===== config.mk =====
export PLATFORM = sky130hd
export DESIGN_NAME = usb_packet_buffer_flat
export DESIGN_NICKNAME = d
export VERILOG_FILES = /design/src/rtl/usb_packet_buffer_pkg.sv /design/src/rtl/usb_packet_buffer_if.sv /design/src/rtl/usb_packet_buffer_ram.sv /design/src/rtl/usb_packet_buffer.sv /design/src/flat_wrapper.sv
export SDC_FILE = /design/constraint.sdc
export NUM_CORES = 1
export LEC_CHECK = 0
export ABC_AREA = 1
export CELL_PAD_IN_SITES_DETAIL_PLACEMENT = 0
export CELL_PAD_IN_SITES_GLOBAL_PLACEMENT = 2
export CORE_MARGIN = 2
export CORE_UTILIZATION = 39
export CTS_CLUSTER_SIZE = 10
export DETAILED_ROUTE_END_ITERATION = 12
export GPL_TIMING_DRIVEN = 0
export MAX_ROUTING_LAYER = met4
export PLACE_DENSITY = 0.84
export SLEW_MARGIN = 20
export SYNTH_ARGS = -nofsm -noshare
export SYNTH_HDL_FRONTEND = slang
export SYNTH_HIERARCHICAL = 1
export SYNTH_SLANG_ARGS = --single-unit

===== constraint.sdc =====
create_clock -name clk -period 3.3 [get_ports clk]
set_input_delay 0.33 -clock clk [delete_from_list [all_inputs] [get_ports clk]]
set_output_delay 0.33 -clock clk [all_outputs]
set_load 0.005 [all_outputs]

===== src/rtl/usb_packet_buffer_pkg.sv =====
// Shared constants and helpers for the USB packet buffer and endpoint controller.
package usb_buf_pkg;

    localparam int unsigned DEFAULT_DATA_W = 8;
    localparam int unsigned DEFAULT_DEPTH  = 64;

    // Pointer/occupancy width: one extra bit beyond the address so full and empty differ.
    function automatic int unsigned occ_w(input int unsigned depth);
        return $clog2(depth) + 1;
    endfunction

endpackage


===== src/rtl/usb_packet_buffer_if.sv =====
// Bus between the packet engine / host side (master) and the packet buffer (slave).
interface usb_packet_buffer_if
    import usb_buf_pkg::*;
#(
    parameter int unsigned DATA_W = DEFAULT_DATA_W,
    parameter int unsigned DEPTH  = DEFAULT_DEPTH
) ();

    localparam int unsigned OCC_W = occ_w(DEPTH);

    logic [DATA_W-1:0] wr_data;
    logic              wr_en;
    logic              commit;
    logic              rollback;
    logic              rd_en;
    logic [DATA_W-1:0] rd_data;
    logic              rd_valid;
    logic              flush;
    logic              clear;
    logic [OCC_W-1:0]  occupancy;
    logic [OCC_W-1:0]  pending;
    logic              full;
    logic              empty;
    logic              overflow;
    logic              underflow;

    modport master (
        output wr_data, wr_en, commit, rollback, rd_en, flush, clear,
        input  rd_data, rd_valid, occupancy, pending, full, empty, overflow, underflow
    );

    modport slave (
        input  wr_data, wr_en, commit, rollback, rd_en, flush, clear,
        output rd_data, rd_valid, occupancy, pending, full, empty, overflow, underflow
    );

endinterface


===== src/rtl/usb_packet_buffer_ram.sv =====
// Packet storage: one write port, one read port with registered output; storage is not reset.
module buffer_ram #(
    parameter int unsigned DATA_W = 8,
    parameter int unsigned DEPTH  = 64,
    parameter int unsigned ADDR_W = $clog2(DEPTH)
) (
    input  logic              clk,
    input  logic              we,
    input  logic [ADDR_W-1:0] waddr,
    input  logic [DATA_W-1:0] wdata,
    input  logic              re,
    input  logic [ADDR_W-1:0] raddr,
    output logic [DATA_W-1:0] rdata
);

    logic [DATA_W-1:0] mem [DEPTH];

    // Write port and registered read port; rdata holds when re is low.
    always_ff @(posedge clk) begin
        if (we) begin
            mem[waddr] <= wdata;
        end
        if (re) begin
            rdata <= mem[raddr];
        end
    end

endmodule


===== src/rtl/usb_packet_buffer.sv =====
// Packet FIFO with commit/rollback between the USB packet engine and the host side.
module usb_packet_buffer
    import usb_buf_pkg::*;
#(
    parameter int unsigned DATA_W = DEFAULT_DATA_W,
    parameter int unsigned DEPTH  = DEFAULT_DEPTH
) (
    input  logic                clk,
    input  logic                n_rst,
    usb_packet_buffer_if.slave  bus
);

    localparam int unsigned OCC_W  = occ_w(DEPTH);
    localparam int unsigned ADDR_W = OCC_W - 1;

    logic [OCC_W-1:0]  wr_ptr;
    logic [OCC_W-1:0]  cm_ptr;
    logic [OCC_W-1:0]  rd_ptr;
    logic [OCC_W-1:0]  wr_ptr_nxt;
    logic [OCC_W-1:0]  occ;
    logic [OCC_W-1:0]  pend;
    logic [OCC_W-1:0]  used;
    logic              is_full;
    logic              is_empty;
    logic              kill;
    logic              do_wr;
    logic              do_rd;
    logic              ovf;
    logic              unf;
    logic              rvalid;
    logic              have_data;
    logic [DATA_W-1:0] ram_q;

    // Status and per-cycle actions, all derived from registered pointers.
    always_comb begin
        occ        = cm_ptr - rd_ptr;
        pend       = wr_ptr - cm_ptr;
        used       = wr_ptr - rd_ptr;
        is_full    = (used == OCC_W'(DEPTH));
        is_empty   = (occ == '0);
        kill       = bus.flush | bus.clear;
        do_wr      = bus.wr_en & ~is_full & ~kill & ~bus.rollback;
        do_rd      = bus.rd_en & ~is_empty & ~kill;
        wr_ptr_nxt = wr_ptr + {{(OCC_W-1){1'b0}}, do_wr};
    end

    // Pointer update: flush/clear beats rollback beats write/commit/read.
    always_ff @(posedge clk or negedge n_rst) begin
        if (!n_rst) begin
            wr_ptr <= '0;
            cm_ptr <= '0;
            rd_ptr <= '0;
        end else if (kill) begin
            wr_ptr <= '0;
            cm_ptr <= '0;
            rd_ptr <= '0;
        end else begin
            if (bus.rollback) begin
                wr_ptr <= cm_ptr;
            end else begin
                wr_ptr <= wr_ptr_nxt;
                if (bus.commit) begin
                    cm_ptr <= wr_ptr_nxt;
                end
            end
            if (do_rd) begin
                rd_ptr <= rd_ptr + {{(OCC_W-1){1'b0}}, 1'b1};
            end
        end
    end

    // Read-valid pulse and sticky error flags.
    always_ff @(posedge clk or negedge n_rst) begin
        if (!n_rst) begin
            rvalid <= 1'b0;
            ovf    <= 1'b0;
            unf    <= 1'b0;
        end else if (kill) begin
            rvalid <= 1'b0;
            ovf    <= 1'b0;
            unf    <= 1'b0;
        end else begin
            rvalid <= do_rd;
            if (bus.wr_en && is_full && !bus.rollback) begin
                ovf <= 1'b1;
            end
            if (bus.rd_en && is_empty) begin
                unf <= 1'b1;
            end
        end
    end

    // The RAM output register has no reset, so rd_data is forced to zero until the
    // first successful read after reset; flush/clear leave this flag (and rd_data) alone.
    always_ff @(posedge clk or negedge n_rst) begin
        if (!n_rst) begin
            have_data <= 1'b0;
        end else if (do_rd) begin
            have_data <= 1'b1;
        end
    end

    buffer_ram #(
        .DATA_W (DATA_W),
        .DEPTH  (DEPTH),
        .ADDR_W (ADDR_W)
    ) u_ram (
        .clk   (clk),
        .we    (do_wr),
        .waddr (wr_ptr[ADDR_W-1:0]),
        .wdata (bus.wr_data),
        .re    (do_rd),
        .raddr (rd_ptr[ADDR_W-1:0]),
        .rdata (ram_q)
    );

    assign bus.rd_data   = have_data ? ram_q : '0;
    assign bus.rd_valid  = rvalid;
    assign bus.occupancy = occ;
    assign bus.pending   = pend;
    assign bus.full      = is_full;
    assign bus.empty     = is_empty;
    assign bus.overflow  = ovf;
    assign bus.underflow = unf;

endmodule


===== src/flat_wrapper.sv =====
// flat-port wrapper written by rule: the top's interface ports become plain ports
module usb_packet_buffer_flat import usb_buf_pkg::*;
#(
    parameter int unsigned DATA_W = DEFAULT_DATA_W,
    parameter int unsigned DEPTH  = DEFAULT_DEPTH
)
  (clk, n_rst, bus_wr_data, bus_wr_en, bus_commit, bus_rollback, bus_rd_en, bus_flush, bus_clear, bus_rd_data, bus_rd_valid, bus_occupancy, bus_pending, bus_full, bus_empty, bus_overflow, bus_underflow);
  usb_packet_buffer_if #(.DATA_W(DATA_W), .DEPTH(DEPTH)) bus_i ();
  input  logic clk;
  input  logic n_rst;
  input wire logic [$bits(bus_i.wr_data)-1:0] bus_wr_data;
  input wire logic [$bits(bus_i.wr_en)-1:0] bus_wr_en;
  input wire logic [$bits(bus_i.commit)-1:0] bus_commit;
  input wire logic [$bits(bus_i.rollback)-1:0] bus_rollback;
  input wire logic [$bits(bus_i.rd_en)-1:0] bus_rd_en;
  input wire logic [$bits(bus_i.flush)-1:0] bus_flush;
  input wire logic [$bits(bus_i.clear)-1:0] bus_clear;
  output wire logic [$bits(bus_i.rd_data)-1:0] bus_rd_data;
  output wire logic [$bits(bus_i.rd_valid)-1:0] bus_rd_valid;
  output wire logic [$bits(bus_i.occupancy)-1:0] bus_occupancy;
  output wire logic [$bits(bus_i.pending)-1:0] bus_pending;
  output wire logic [$bits(bus_i.full)-1:0] bus_full;
  output wire logic [$bits(bus_i.empty)-1:0] bus_empty;
  output wire logic [$bits(bus_i.overflow)-1:0] bus_overflow;
  output wire logic [$bits(bus_i.underflow)-1:0] bus_underflow;
  assign bus_i.wr_data = bus_wr_data;
  assign bus_i.wr_en = bus_wr_en;
  assign bus_i.commit = bus_commit;
  assign bus_i.rollback = bus_rollback;
  assign bus_i.rd_en = bus_rd_en;
  assign bus_i.flush = bus_flush;
  assign bus_i.clear = bus_clear;
  assign bus_rd_data = bus_i.rd_data;
  assign bus_rd_valid = bus_i.rd_valid;
  assign bus_occupancy = bus_i.occupancy;
  assign bus_pending = bus_i.pending;
  assign bus_full = bus_i.full;
  assign bus_empty = bus_i.empty;
  assign bus_overflow = bus_i.overflow;
  assign bus_underflow = bus_i.underflow;
  usb_packet_buffer #(.DATA_W(DATA_W), .DEPTH(DEPTH)) u_core (.clk(clk), .n_rst(n_rst), .bus(bus_i));
endmodule

# Word-level counts from Yosys, hierarchy flattened
# Memories as Yosys holds them, arrays and structs flattened. A register that Yosys moved wholly into a read port is not among the register bits.
# Index checks and enable logic that the tools add are counted.
# totals
regBits	25
mem_bits_rw	512
in_bits	16
output_inout_bits	27
word_cells	50
mem_count	1
# memory_table
name	words	width	rd	rd_ports_with_merged_regs	write_ports	line_no	text
u_core.u_ram.mem	64	8	1	1	1	usb_packet_buffer_ram.sv:16	logic [DATA_W-1:0] mem [DEPTH];
# classes
add_sub_neg	5
eq_ne	2
muxes	15
bitwise	10
reduce_logical	10
# ops
operator	count
$mux 7	7
$sub 7x7->7	3
$mux 8	1
$reduce_bool 2->1	4
$add 7x1->7	1
$add 7x1->7 const B	1
$eq 7x7->1 const B	1
$logic_not 7->1	1
$mux 1	7
$and 1x1->1	5
$not 1->1	4
$logic_and 1x1->1	3
$ne 2x1->1 const B	1
$reduce_and 2->1	1
$logic_not 1->1	1
$or 1x1->1	1

# Depth between registers and ports, before layout
# Gate-level depths: netlist of run 1.
# depth
depth_word	10
ltp_mapped	18
ltp_nobuf	18

# Hierarchy
# Netlist of run 1, hierarchy kept.
# by_module_without_submodules
module	instances	cells_per_inst	area_each_um2	seq_area_each_um2
buffer_ram	1	1805	21419.3	15615.0
usb_packet_buffer	1	279	2063.2	625.6

# Least setup slack after synthesis of run 1
# Ideal clock, no wire load.
# synth_path
kind	reg2reg
start	reg u_core.rd_ptr[2]
end	mem u_core.u_ram.mem[50][0], enable pin
setup_ps	395
arrival_ps	2747
t_required_ps	2905
slack_ps	158
stages_incl_launch_ff	13
path_buffers	1
period_less_slack_ps	3142
cell_sequence	dfrtp_1 inv_1 ha_1 o21ai_0 nand2_1 o21ai_0 nor2_1 nand3_1 nand3_1 inv_1 clkbuf_1 nand4_1 nor4_1
# synth_between
elab_chain_cells	8
# synth_rtl
item	line_no	text
start: declaration	usb_packet_buffer.sv:18	logic [OCC_W-1:0] rd_ptr;
start signal: assignment	usb_packet_buffer.sv:67	rd_ptr <= rd_ptr + {{(OCC_W-1){1'b0}}, 1'b1};
$sub 7x7->7	usb_packet_buffer.sv:38	used = wr_ptr - rd_ptr;
$eq 7x7->1	usb_packet_buffer.sv:39	is_full = (used == OCC_W'(DEPTH));
$not 1->1	usb_packet_buffer.sv:42	do_wr = bus.wr_en & ~is_full & ~kill & ~bus.rollback;
$and 1x1->1 (3 in a row)	usb_packet_buffer.sv:42	
net u_core.do_wr	usb_packet_buffer.sv:26	logic do_wr;
$mux 1	usb_packet_buffer_ram.sv:20	if (we) begin
$mux 1 (not written as such)	usb_packet_buffer_ram.sv:21	mem[waddr] <= wdata;
end: declaration	usb_packet_buffer_ram.sv:16	
# The timed path passes the listed nets, and every way through them passes these cells.

# Final worst setup path of run 1
# layout_path
start	reg u_core.cm_ptr[1]
end	out bus_empty
# layout_between
elab_chain_cells	2
# layout_rtl
item	line_no	text
start: declaration	usb_packet_buffer.sv:17	logic [OCC_W-1:0] cm_ptr;
start signal: assignment	usb_packet_buffer.sv:63	cm_ptr <= wr_ptr_nxt;
$sub 7x7->7	usb_packet_buffer.sv:36	occ = cm_ptr - rd_ptr;
$logic_not 7->1	usb_packet_buffer.sv:40	is_empty = (occ == '0);
end: declaration	flat_wrapper.sv:23	output wire logic [$bits(bus_i.empty)-1:0] bus_empty;
# Every way passes these cells.

==> results of run 1 <==
[registers in the layout, indices dropped and copies added, names as in the netlist]
register and flops:
u_core/bus.overflow 1, u_core/bus.underflow 1, u_core/cm_ptr 7, u_core/have_data 1
u_core/u_ram/rdata 8, u_core/rd_ptr 7, u_core/u_ram/mem 512, u_core/wr_ptr 7
u_core/bus.rd_valid 1
[through the flow]
step / total power, uW / utilization, % / setup slack [ps] / hold slack (ps)
6_report: 16870 / 46.49 / 149.7 / 48.07
5_1_grt: 17530 / 46.49 / -7.664 / 38.87
4_1_cts: 16990 / 46.48 / 12.32 / 24.04
3_5_place_dp: 10520 / 42.41 / -841.6 / 379.5
3_3_place_gp: 10480 / 41.96 / -1592 / 480.7
2_1_floorplan: 9472 / - / 158.0 / 34.41
[cell usage after synthesis (4+ instances only)]
| library cell | instances | area, um^2 |
|---|---|---|
| inv_1 | 72 | 270.3 |
| o22ai_1 | 10 | 62.56 |
| o21ai_0 | 12 | 60.06 |
| ha_1 | 21 | 262.8 |
| xor2_1 | 11 | 96.34 |
| dfrtp_1 | 25 | 625.6 |
| nand2_1 | 706 | 2650 |
| nand3_1 | 457 | 2287 |
| buf_1 | 10 | 37.54 |
| buf_6 | 35 | 394.1 |
| clkbuf_1 | 16 | 60.06 |
| a21oi_1 | 11 | 55.05 |
| nand4_1 | 20 | 125.1 |
| buf_2 | 38 | 190.2 |
| xnor2_1 | 4 | 35.03 |
| nor4_1 | 8 | 50.05 |
| edfxtp_1 | 520 | 15610 |
| nor2_1 | 68 | 255.2 |
| buf_4 | 14 | 105.1 |
| nand2_2 | 5 | 31.28 |
[where the power goes]
group,internal (uW),switching (uW)
Combinational,985,1830
Sequential,7620,18.6
Clock,3820,2600
Total,12400,4450
[layout by cell type, fill, tap and decap left out, types with 16 or more instances in the layout]
cell / Yosys / layout
dfrtp_1: 25 / 20
nand3_1: 457 / 457
edfxtp_1: 520 / 520
nand2_1: 706 / 706
buf_4: 14 / 48
clkbuf_16: 0 / 70
nor2_2: 2 / 30
clkbuf_1: 16 / 31
nor2_1: 68 / 16
buf_6: 35 / 35
nand4_1: 20 / 20
ha_1: 21 / 21
inv_1: 72 / 70
nor2_4: 2 / 26
buf_2: 38 / 43
clkdlybuf4s50_1: 0 / 32
[layout make-up]
| class | instances | area [um^2] |
|---|---|---|
| Clock inverter | 5 | 41.29 |
| Inverter | 75 | 286.5 |
| Timing Repair Buffer | 83 | 850.8 |
| Sequential cell | 545 | 16250 |
| Multi-Input combinational cell | 1348 | 6499 |
| Buffer | 115 | 827.0 |
| Tap cell | 773 | 967.2 |
| Fill cell | 5357 | 31700 |
| Clock buffer | 87 | 1826 |
[worst max-delay path, cell delays in order (launching register included)]
cell	delay, ps
dfrtp_1	440
inv_1	160
fa_1	600
nand2_1	70
nor2_2	110
nand3_2	100
nor2_4	120
nand3_4	70
inv_1	50
clkdlybuf4s50_1	490
[how the worst max path moves through the flow]
stage | startpoint | endpoint
3_5_place_dp | u_core/rd_ptr[1] | u_core/u_ram/mem[37][7]
3_3_place_gp | u_core/rd_ptr[1] | u_core/u_ram/mem[48][0]
2_1_floorplan | u_core/rd_ptr[2] | u_core/u_ram/mem[50][0]
5_1_grt | u_core/wr_ptr[3] | bus_pending[6]
6_report | u_core/cm_ptr[1] | bus_empty
4_1_cts | u_core/rd_ptr[5] | u_core/u_ram/mem[59][4]
[kinds of logic (layout without fill, tap and decap cells)]
family / count (synthesis) / count (layout) / synth area share, %
flip-flops: 545 / 545 / 69.16
AND/OR/NAND/NOR: 1274 / 1274 / 23.39
AO/OA/AOI/OAI: 36 / 36 / 0.8419
buffers and inverters: 191 / 365 / 4.758
adder cells (fa/ha/maj): 23 / 23 / 1.289
XOR/XNOR: 15 / 15 / 0.5594
[routing by layer]
| layer | up-vias | part of all wire, % | GRT usage [%] |
|---|---|---|---|
| li1 | 7554 | - | - |
| met5 | - | 0 | - |
| met2 | 758 | 48 | 37.46 |
| met4 | 0 | 3.4 | 8.520 |
| met1 | 8072 | 41 | 30.59 |
| met3 | 142 | 7.4 | 2.972 |
[what timing repair did]
| item | CTS | global route |
|---|---|---|
| setup buffers | 24 | 0 |
| gates resized for setup | 86 | 7 |
| hold buffers | 2 | 0 |
| endpoints found under the setup margin | 514 | 420 |
| hold endpoints to repair | 29 | 0 |
| gates cloned | 0 | 0 |
| pin swaps | 6 | 0 |
==> flow_summary_export.csv, run 1 <==
group,metric,value,unit
setup_path,r2r_cells,12,
timing,setup_viol,0,
clock_network,cts_tree,"built",
clock_network,cts.sinks,545,
placed_design,dp.cells,2914,
setup_path,end_kind,"primary output",
detailed_routing,drt-initial-drc-count,1634,
timing,tightestPinTransition,955.7,ps
synthesis,synth.avg_cell_area,11.27,um^2
timing,period_share,95.46,%
synthesis,ys_seq_elements,545,
synthesis,synthFlopType,"edfxtp_1",
detailed_routing,via_count,16526,
clock_network,numCtsBuffers,66,
timing,skew,29.90,ps
setup_path,rr_startpoint,"u_core/rd_ptr[5]",
timing,fin_tns_setup,0,ps
finish,drive_gt1_share,13.20,%
placed_design,place_area,25130,um^2
timing,clock.fmax,0.3174,GHz
run,cap_violations,0,
synthesis,synth.yosys.seq_area_share,69.16,%
floorplanning,die_area,62190,um^2
pwr,power_per_cell_area,612.4,nW/um^2
worst_hold_path,hp-class,"in2reg",
setup_path,worstPathMaxFanout,4,
worst_hold_path,min_path_cells,1,
detailed_routing,routed_wl,70.33,mm
detailed_routing,first_pass_iters,5,
finish,syn_to_final_growth,17.30,%
setup_path,critPathLaunchType,"flop",
detailed_routing,detail-route-antenna-nets,0,
worst_hold_path,min_to,"u_core/u_ram/mem[47][7]",
setup_path,reg2reg_slack,180,ps
floorplanning,start_util,39.64,%
pwr,leakagePower,0.01017,uW
floorplanning,fp.dieW,249.4,um
clock_network,cts_buffer_depth,3,
clock_network,worstSkewPairLatency,590,ps
setup_path,crit_type,"reg2out",
synthesis,synthArstFlopShare,4.587,%
global_route,grt_pass1_vias,15707,
floorplanning,num_rows,89,
timing,slew_headroom,36.11,%
outcome,status,"completed",
finish,layout.nets,2273,
detailed_routing,drc_errors,0,
floorplanning,ioPinCount,43,
finish,n_antenna_cell,0,
global_route,grt_pass1_wl,102.8,mm
finish,final_area,27540,um^2
global_route,antenna_found_initial,0,
finish,final-instance-count-excl-fill,3031,
setup_path,required,2970,ps
timing,hold_violations,0,
timing,drv_slew,0,
floorplanning,core,59240,um^2
pwr,irDropWorstVdd,0.4505,mV
timing,min_period,3150,ps
worst_hold_path,hp-start,"bus_wr_data[7]",
synthesis,syn_nets,2123,
synthesis,yosysUniqueCellTypes,34,
setup_path,r2r-end,"u_core/u_ram/mem[59][4]",
clock_network,h-tree-depth,3,
global_route,grt_max_degree,65,
synthesis,synth_area,23480,um^2
clock_network,clock-root-buffer,"clkbuf_16",
detailed_routing,routedWlPerCell,23.20,um
placed_design,dp_hpwl,48.09,mm
synthesis,synthCells,2084,
placed_design,port_buffers,41,
synthesis,synth_edf_count,520,
synthesis,ys_warn_count,6,
global_route,track_usage,23.35,%
floorplanning,dieHeight,249.4,um
clock_network,path_clk_slew,50,ps
placed_design,gp_congestion,0.9224,
detailed_routing,drt-vias-per-instance,5.452,
setup_path,cp.arrival,2820,ps
global_route,overflow,0,
Note: power is estimated with default switching activity, not from simulation.
==> inputs of run 2 (changes only) <==
--- a/config.mk
+++ b/config.mk
@@ -9,12 +9,12 @@
 export CELL_PAD_IN_SITES_DETAIL_PLACEMENT = 0
 export CELL_PAD_IN_SITES_GLOBAL_PLACEMENT = 2
 export CORE_MARGIN = 2
-export CORE_UTILIZATION = 39
+export CORE_UTILIZATION = 35
 export CTS_CLUSTER_SIZE = 10
 export DETAILED_ROUTE_END_ITERATION = 12
 export GPL_TIMING_DRIVEN = 0
 export MAX_ROUTING_LAYER = met4
-export PLACE_DENSITY = 0.84
+export PLACE_DENSITY = 0.78
 export SLEW_MARGIN = 20
 export SYNTH_ARGS = -nofsm -noshare
 export SYNTH_HDL_FRONTEND = slang
==> flow_summary_export.csv, run 2 (same netlist as run 1, synthesis figures left out) <==
group,metric,value,unit
floorplanning,num_rows,94,
timing,finalWorstSetupSlack,181.4,ps
detailed_routing,routed_wl,71.84,mm
placed_design,port_buffers,41,
pwr,irDropWorstVdd,0.5322,mV
detailed_routing,detail-route-antenna-nets,0,
floorplanning,ioPinCount,43,
timing,period_share,94.50,%
timing,fin_tns_setup,0,ps
detailed_routing,drt-vias-per-instance,5.174,
timing,hold_violations,0,
timing,hold_ws,60.51,ps
outcome,status,"completed",
timing,rsz0062_at_grt,"no",
worst_hold_path,hp-start,"bus_rd_en",
clock_network,path_clk_slew,50,ps
floorplanning,fp.dieW,263.0,um
global_route,overflow,0,
setup_path,reg2reg_slack,240,ps
floorplanning,dieHeight,263.0,um
global_route,track_usage,21.46,%
detailed_routing,routed.top_layer,"met4",
worst_hold_path,hp-class,"in2reg",
detailed_routing,drt-initial-drc-count,1577,
setup_path,rr_startpoint,"u_core/rd_ptr[5]",
finish,layout_commonest_cell,"nand2_1",
setup_path,crit_type,"reg2out",
finish,reg.largest.list,"u_core/u_ram/mem (512), u_core/u_ram/rdata (8)",
detailed_routing,routedWlPerCell,22.97,um
finish,drive_gt1_share,13.61,%
finish,final-instance-count-excl-fill,3128,
timing,setup_viol,0,
setup_path,r2r-end,"u_core/u_ram/mem[52][6]",
finish,top_register,"u_core/u_ram/mem",
placed_design,dp_hpwl,49.13,mm
setup_path,required,2970,ps
global_route,grt_pass1_vias,15729,
pwr,p_total,17150,uW
clock_network,clock-root-buffer,"clkbuf_16",
detailed_routing,wl_met2,33.61,mm
finish,syn_to_final_growth,18.21,%
setup_path,critPathLaunchType,"flop",
clock_network,numCtsBuffers,66,
run,cap_violations,0,
clock_network,worstSkewPairLatency,590,ps
setup_path,end_kind,"primary output",
worst_hold_path,min_to,"u_core/rd_ptr[5]",
global_route,grt_max_degree,65,
pwr,leakagePower,0.01019,uW
placed_design,post-place-ws,-1129,ps
floorplanning,start_util,35.53,%
worst_hold_path,min_path_cells,3,
global_route,grt_pass1_wl,105.6,mm
finish,layout.nets,2273,
finish,layout_common_cells,"nand2_1 (706), edfxtp_1 (520), nand3_1 (455)",
timing,min_period,3119,ps
timing,clock.fmax,0.3207,GHz
detailed_routing,drc_errors,0,
floorplanning,die_area,69180,um^2
detailed_routing,met1Wirelength,31.93,mm
clock_network,h-tree-depth,3,
finish,largest_reg_flops,512,
clock_network,cts_tree,"built",
pwr,power_per_cell_area,618.0,nW/um^2
timing,slew_headroom,40.62,%
floorplanning,core,66100,um^2
timing,drv_slew,0,
placed_design,dp.cells,3005,
detailed_routing,via_count,16183,
timing,skew,21.70,ps
timing,tightestPinTransition,890.7,ps
global_route,antenna_found_initial,1,
clock_network,cts.sinks,545,
clock_network,cts_buffer_depth,3,
placed_design,gp_congestion,0.9093,
setup_path,r2r_cells,13,
detailed_routing,first_pass_iters,5,
detailed_routing,wl_met3,4.709,mm
setup_path,worstPathMaxFanout,3,
setup_path,cp.arrival,2790,ps
-- run 2: cell type report --
cell class,instances,area (um^2)
fillers,6196,38340
flip-flops and latches,545,16250
multi-input cells,1348,6519
clock buffers,92,1866
well taps,864,1081
repair buffers,82,835.8
plain buffers,115,827.0
inverters,75,290.3
clock inverters,5,81.33
repair inverters,1,5.005
diodes,1,2.502
-- run 2: how the worst max path moves through the flow --
stage,startpoint,endpoint,slack [ps],cells after the start
floorplan,u_core/rd_ptr[2],u_core/u_ram/mem[50][0],160,12
global placement,u_core/rd_ptr[1],u_core/u_ram/mem[54][0],-1460,12
detailed placement,u_core/rd_ptr[1],u_core/u_ram/mem[29][7],-1130,12
CTS,u_core/rd_ptr[5],u_core/u_ram/mem[52][6],10,13
global route,u_core/cm_ptr[0],bus_empty,3,10
finish,u_core/cm_ptr[0],bus_empty,180,10
-- run 2: power by group --
group	switching, uW	internal (uW)
registers	13.3	7610
logic	1860	989
clock network	2630	4040
-- run 2: stage by stage --
stage	cell area, um^2	utilization, %
final	27760	41.99
after global routing	27760	41.99
after CTS	27690	41.90
after detailed placement	25250	38.20
after global placement	24970	37.78
after floorplan	23480	-
-- run 2: repair_timing --
item                                    CTS  global route
pin swaps                                 7             0
endpoints found under the setup margin  514           455
resized for setup                        92            10
hold buffers                              4             0
buffers inserted                         18             3
cloned                                    0             1
endpoints found under the hold margin    35             0
-- run 2: critical path, stage by stage, from the launching register on --
cell,delay (ps)
dfrtp_1,350
inv_1,90
ha_1,230
fa_1,510
nand2_1,70
nor2_2,110
nand3_2,100
nor2_4,120
nand3_4,70
inv_1,60
clkdlybuf4s50_1,490
-- run 2: per-layer routing --
layer / track usage [%] / vias up
li1: - / 7555
met1: 28.85 / 7973
met2: 34.08 / 556
met3: 3.003 / 99
met4: 6.100 / 0
met5: - / -
==> variant 1: new RTL, flow settings as in run 1 <==
The package constant `DEFAULT_DATA_W` goes from 8 to 6.
--- a/src/rtl/usb_packet_buffer_pkg.sv
+++ b/src/rtl/usb_packet_buffer_pkg.sv
@@ -1,7 +1,7 @@
 // Shared constants and helpers for the USB packet buffer and endpoint controller.
 package usb_buf_pkg;
 
-    localparam int unsigned DEFAULT_DATA_W = 8;
+    localparam int unsigned DEFAULT_DATA_W = 6;
     localparam int unsigned DEFAULT_DEPTH  = 64;
 
     // Pointer/occupancy width: one extra bit beyond the address so full and empty differ.
Interface: changed (resized bus_rd_data and bus_wr_data); port bits go from 43 to 39. The function was not compared with the original's and may differ.
==> variant 1 against run 1 <==
Worst setup slack improved by 2.4 ps. Sequential cell count decreased by 130. Synthesized area decreased by 23%. Clock power decreased by 27%. Cell area decreased by 23%. Total power decreased by 24%. Sequential share of layout area decreased by 0.44 points. Utilization decreased by 0.13 points. Wire length decreased by 23%. Register-to-register slack improved by 120 ps. Combinational power decreased by 20%. Critical endpoint unchanged. Largest cell class unchanged.
==> variant 1: results (changes against run 1) <==
The longest individual stage delay on the worst path is 530 ps (-70 ps). The logs give 50 (-42%) for the post-cts repair resize count and 0.684 (-0.00755) for the share of synthesized area occupied by flip-flops and latches. The count of cell types in the netlist is 32 (-5.9%).

Headroom to the max-slew limit: 0.378 (+0.0168). The worst-case hold slack came out at 69.4 ps (+21.3 ps). Share of synthesized cell area in full adder, half adder and majority cells: 0.0168 (+0.00389).

Routed length per instance: 22.6 um (-2.4%). The commonest cells after synthesis are sky130_fd_sc_hd__nand2_1 (541), sky130_fd_sc_hd__edfxtp_1 (390), sky130_fd_sc_hd__nand3_1 (349), sky130_fd_sc_hd__inv_1 (70), sky130_fd_sc_hd__nor2_1 (68). The logs give 37.9 mm (-21%) for the detailed placement HPWL and 24.9 mm (-26%) for the met2 routed wirelength. For the register cell area after layout, the log shows 12300 um^2 (-24%). Total number of clock tree sinks: 415 (-24%).

Layout multi-input combinational cell count: 1075 (-20%). The TritonCTS buffer count is 48 (-27%), and the cell area power density is 604 nW/um^2 (-1.3%). The tools report the start point of the worst hold path as bus_rd_en.

The run gives 6 (+1) as the number of detailed-routing iterations run before antenna repair. The endpoint of the most critical register-to-register path was u_core/u_ram/mem[54][2]$_DFFE_PP_. The logs give 1318 (-19%) for the initial DRC count and 0.361 (-0.0135) for the global-route track usage on met2.

The run gives 3.45 mW (-22%) as the switching power summed over all nets. The run gives 0.0308 (+0.00104) as the global routing usage on met3. The routed length on met1 is 23.8 mm (-18%). The tools report the sink of the worst hold path as u_core/rd_ptr[3]$_DFFE_PN0P_. The overall fraction of global-route tracks in use is 0.238 (+0.00461). The power of the sequential group came out at 5.80 mW (-24%). The area taken by multi-input logic gates is 5180 um^2 (-20%). The count of cells along the worst hold path is 3 (+2). In this design, the largest share of critical-path delay is due to adder cells. The number of synthesized flops with an enable pin came out at 390 (-25%). Flip-flop count of the largest register after layout: 384 (-25%).

The number of cells in the design after placement was 2297 (-21%). The tools report the static leakage as 7.87 nW (-23%). Sorting the synthesized cells by area gives the leading types as sky130_fd_sc_hd__edfxtp_1 (65%), sky130_fd_sc_hd__nand2_1 (11%), sky130_fd_sc_hd__nand3_1 (9.7%).

The power in the clock group was 4.70 mW (-27%). Routing usage on met1: 0.330 (+0.0239). The tools report the deepest level of the CTS H-tree as 2 (-1). The number of I/O port buffers came out at 37 (-9.8%). The ratio of cells with drive above 1 in the final layout was 0.133 (+0.000655). The first-pass GRT wire length is 79.8 mm (-22%), and the worst slack after detailed placement is -887 ps (-45.1 ps). The critical path launch point is u_core/cm_ptr[0]$_DFFE_PN0P_. The run finished with clean final reports.

Met3 wire length: 3.85 mm (-26%). The post-synthesis compound-gate area fraction works out to 0.0107 (+0.00227). The tools report the via count of the first global-routing pass as 12000 (-23%). The number of clock buffer instances in the layout is 68 (-22%), and the share of async-settable or async-resettable flops after synthesis is 0.0602 (+0.0144). The number of nets in the layout was 1816 (-20%); the non-clock buffering overhead in the final layout was 0.0567 (-0.00425). Worst-case vdd ir drop: 0.000362 V (-20%).
[variant 1: cell types whose count changed in the layout (fill, tap and decap cells not counted), moves of 3 or more]
cell,before,now
sky130_fd_sc_hd__clkbuf_16,70,48
sky130_fd_sc_hd__nor2_1,16,28
sky130_fd_sc_hd__clkbuf_1,31,34
sky130_fd_sc_hd__dfrtp_2,5,8
sky130_fd_sc_hd__nand3_1,457,349
sky130_fd_sc_hd__dfrtp_1,20,17
sky130_fd_sc_hd__buf_2,43,50
sky130_fd_sc_hd__buf_16,4,1
sky130_fd_sc_hd__nand2_1,706,541
sky130_fd_sc_hd__nor2_2,30,42
sky130_fd_sc_hd__nor2_4,26,2
sky130_fd_sc_hd__buf_4,48,54
sky130_fd_sc_hd__buf_6,35,1
sky130_fd_sc_hd__edfxtp_1,520,390
==> variant 2: new RTL, config.mk and constraints of run 1 <==
Without the edit above. Reset style: synchronous (`n_rst`), changed in 3 clocked blocks.
--- a/src/rtl/usb_packet_buffer.sv
+++ b/src/rtl/usb_packet_buffer.sv
@@ -45,7 +45,7 @@
     end
 
     // Pointer update: flush/clear beats rollback beats write/commit/read.
-    always_ff @(posedge clk or negedge n_rst) begin
+    always_ff @(posedge clk) begin
         if (!n_rst) begin
             wr_ptr <= '0;
             cm_ptr <= '0;
@@ -70,7 +70,7 @@
     end
 
     // Read-valid pulse and sticky error flags.
-    always_ff @(posedge clk or negedge n_rst) begin
+    always_ff @(posedge clk) begin
         if (!n_rst) begin
             rvalid <= 1'b0;
             ovf    <= 1'b0;
@@ -92,7 +92,7 @@
 
     // The RAM output register has no reset, so rd_data is forced to zero until the
     // first successful read after reset; flush/clear leave this flag (and rd_data) alone.
-    always_ff @(posedge clk or negedge n_rst) begin
+    always_ff @(posedge clk) begin
         if (!n_rst) begin
             have_data <= 1'b0;
         end else if (do_rd) begin
Formal check against the unedited RTL: differs if n_rst is asserted again (counterexample within 4 cycles, from zero or initial values and one cycle with n_rst low); with n_rst held inactive, the same outputs for 4 cycles.
==> variant 2 against run 1 <==
Clock skew decreased by 12 ps. Sequential cell count unchanged. Critical endpoint is now bus_full. Wire length decreased by 0.23%. Die area decreased by 0.19%. Worst setup slack got worse by 17 ps. Count of clock-buffer cells in the layout increased by 1. Cell area decreased by 0.52%. Synthesized area decreased by 0.19%.
Power is not compared: it rests on default switching activity, and its combinational part moved more than twofold at a synthesized area within 25%.
==> variant 2: results (changes against run 1) <==
The global routing usage on met3 was 0.0377 (+0.00800). The area taken by multi-input logic gates was 6600 um^2 (+1.5%); the met2 routed wirelength was 32.8 mm (-2.5%). The deepest level of the CTS H-tree is 2 (-1), and the longest individual stage delay on the worst path is 550 ps (-50 ps).

For the pin count of the biggest net entering global routing, the log shows 64 (-1.5%). The run gives 19 (-21%) as the buffer count from post-CTS setup fixing. The slowest stage of the critical path is the sky130_fd_sc_hd__clkdlybuf4s50_1 cell. The worst hold path terminates at u_core/u_ram/mem[36][0]$_DFFE_PP_.

The final worst clock skew was 18.1 ps (-11.8 ps); the ratio of cells with drive above 1 in the final layout was 0.134 (+0.00200). The number of I/O port buffers is 42 (+2.4%). The run gives 27 (-21%) as the count of cell types in the netlist. The number of nets in the layout was 2309 (+1.6%); the cell count of the worst reg-to-reg path was 17 (+5). The share of async-settable or async-resettable flops after synthesis is 0 (-0.0459). The worst path setup slack after routing was 133 ps (-16.5 ps); the clock distribution area overhead in the final layout was 0.0621 (-0.00567). The TritonCTS buffer count was 61 (-7.6%). The post-synth net total is 2160 (+1.7%).

The tools report the worst slack after detailed placement as -1230 ps (-391 ps). The detailed placement HPWL is 48.9 mm (+1.8%), and the synthesized area divided by synthesized cell count is 11.1 um^2 (-1.9%). The start point of the worst hold path was bus_wr_data[0].

The tools report the routed length on met1 as 29.2 mm (+0.40%). The overall fraction of global-route tracks in use was 0.233 (-0.000852). The last weighted congestion value of the routability-driven placer is 0.906 (-1.7%).

The logs give 25100 um^2 (-0.19%) for the placement-stage cell area and 70.2 mm (-0.23%) for the final wirelength. The tools report the met3 wire length as 5.40 mm (+3.4%). The count of vias placed by the detailed router is 16400 (-0.65%). The post-cts hold buffer count is 1 (-1).

The number of cells in the design after placement was 2952 (+1.3%). The inverter count came out at 83 (+11%). The post-cts repair resize count came out at 97 (+13%). The timing endpoint of the critical path was bus_full.

Register cell area after layout: 16100 um^2 (-0.73%). In the synthesized netlist, the cells that appear most often are sky130_fd_sc_hd__nand2_1 (720), sky130_fd_sc_hd__edfxtp_1 (520), sky130_fd_sc_hd__nand3_1 (453), sky130_fd_sc_hd__nor2_1 (83), sky130_fd_sc_hd__inv_1 (76). The maximum net fanout on the critical path works out to 6 (+2). The initial DRC count is 1690 (+3.4%), and the share of synthesized area occupied by flip-flops and latches is 0.688 (-0.00401). For the first-pass GRT wire length, the log shows 103 mm (+0.36%). The worst register-to-register path ends at u_core/u_ram/mem[51][1]$_DFFE_PP_. In this run the worst setup path begins at u_core/rd_ptr[1]$_SDFFE_PP0P_. The run finished with clean final reports. Total of plain and repair buffers excluding clock buffers: 205 (+3.5%). The clock insertion delay at the later pin of the skew report is 630 ps (+40 ps), and the non-clock buffering overhead in the final layout is 0.0616 (+0.000731).
[variant 2: cell types whose count changed after synthesis, sizes merged, moves of 3 or more]
cell	change
dfrtp	-25
dfxtp	+25
a21oi	+16
nor2	+14
nand2	+11
o22ai	-10
inv	+8
nand3	-4
nand4	-4
o21ai	+3
[variant 2: cells by family (layout without fill, tap and decap cells)]
logic type,count (synthesis),in the layout,share of synthesized area
adders and majority gates,23,23,0.0129
DFF,545,545,0.688
and+or+nand+nor,1293,1293,0.235
AOI/OAI and AO/OA,45,45,0.00982
xor gates and xnor gates,13,13,0.00486
buffers and inverters,202,380,0.0493
[variant 2: power by group]
part	leakage (nW)	internal (mW)	switching [mW]
combinational	4.34	0.280	0.552
clock	0.823	3.45	2.55
sequential	4.88	7.58	0.0122
total	10.0	11.3	3.11
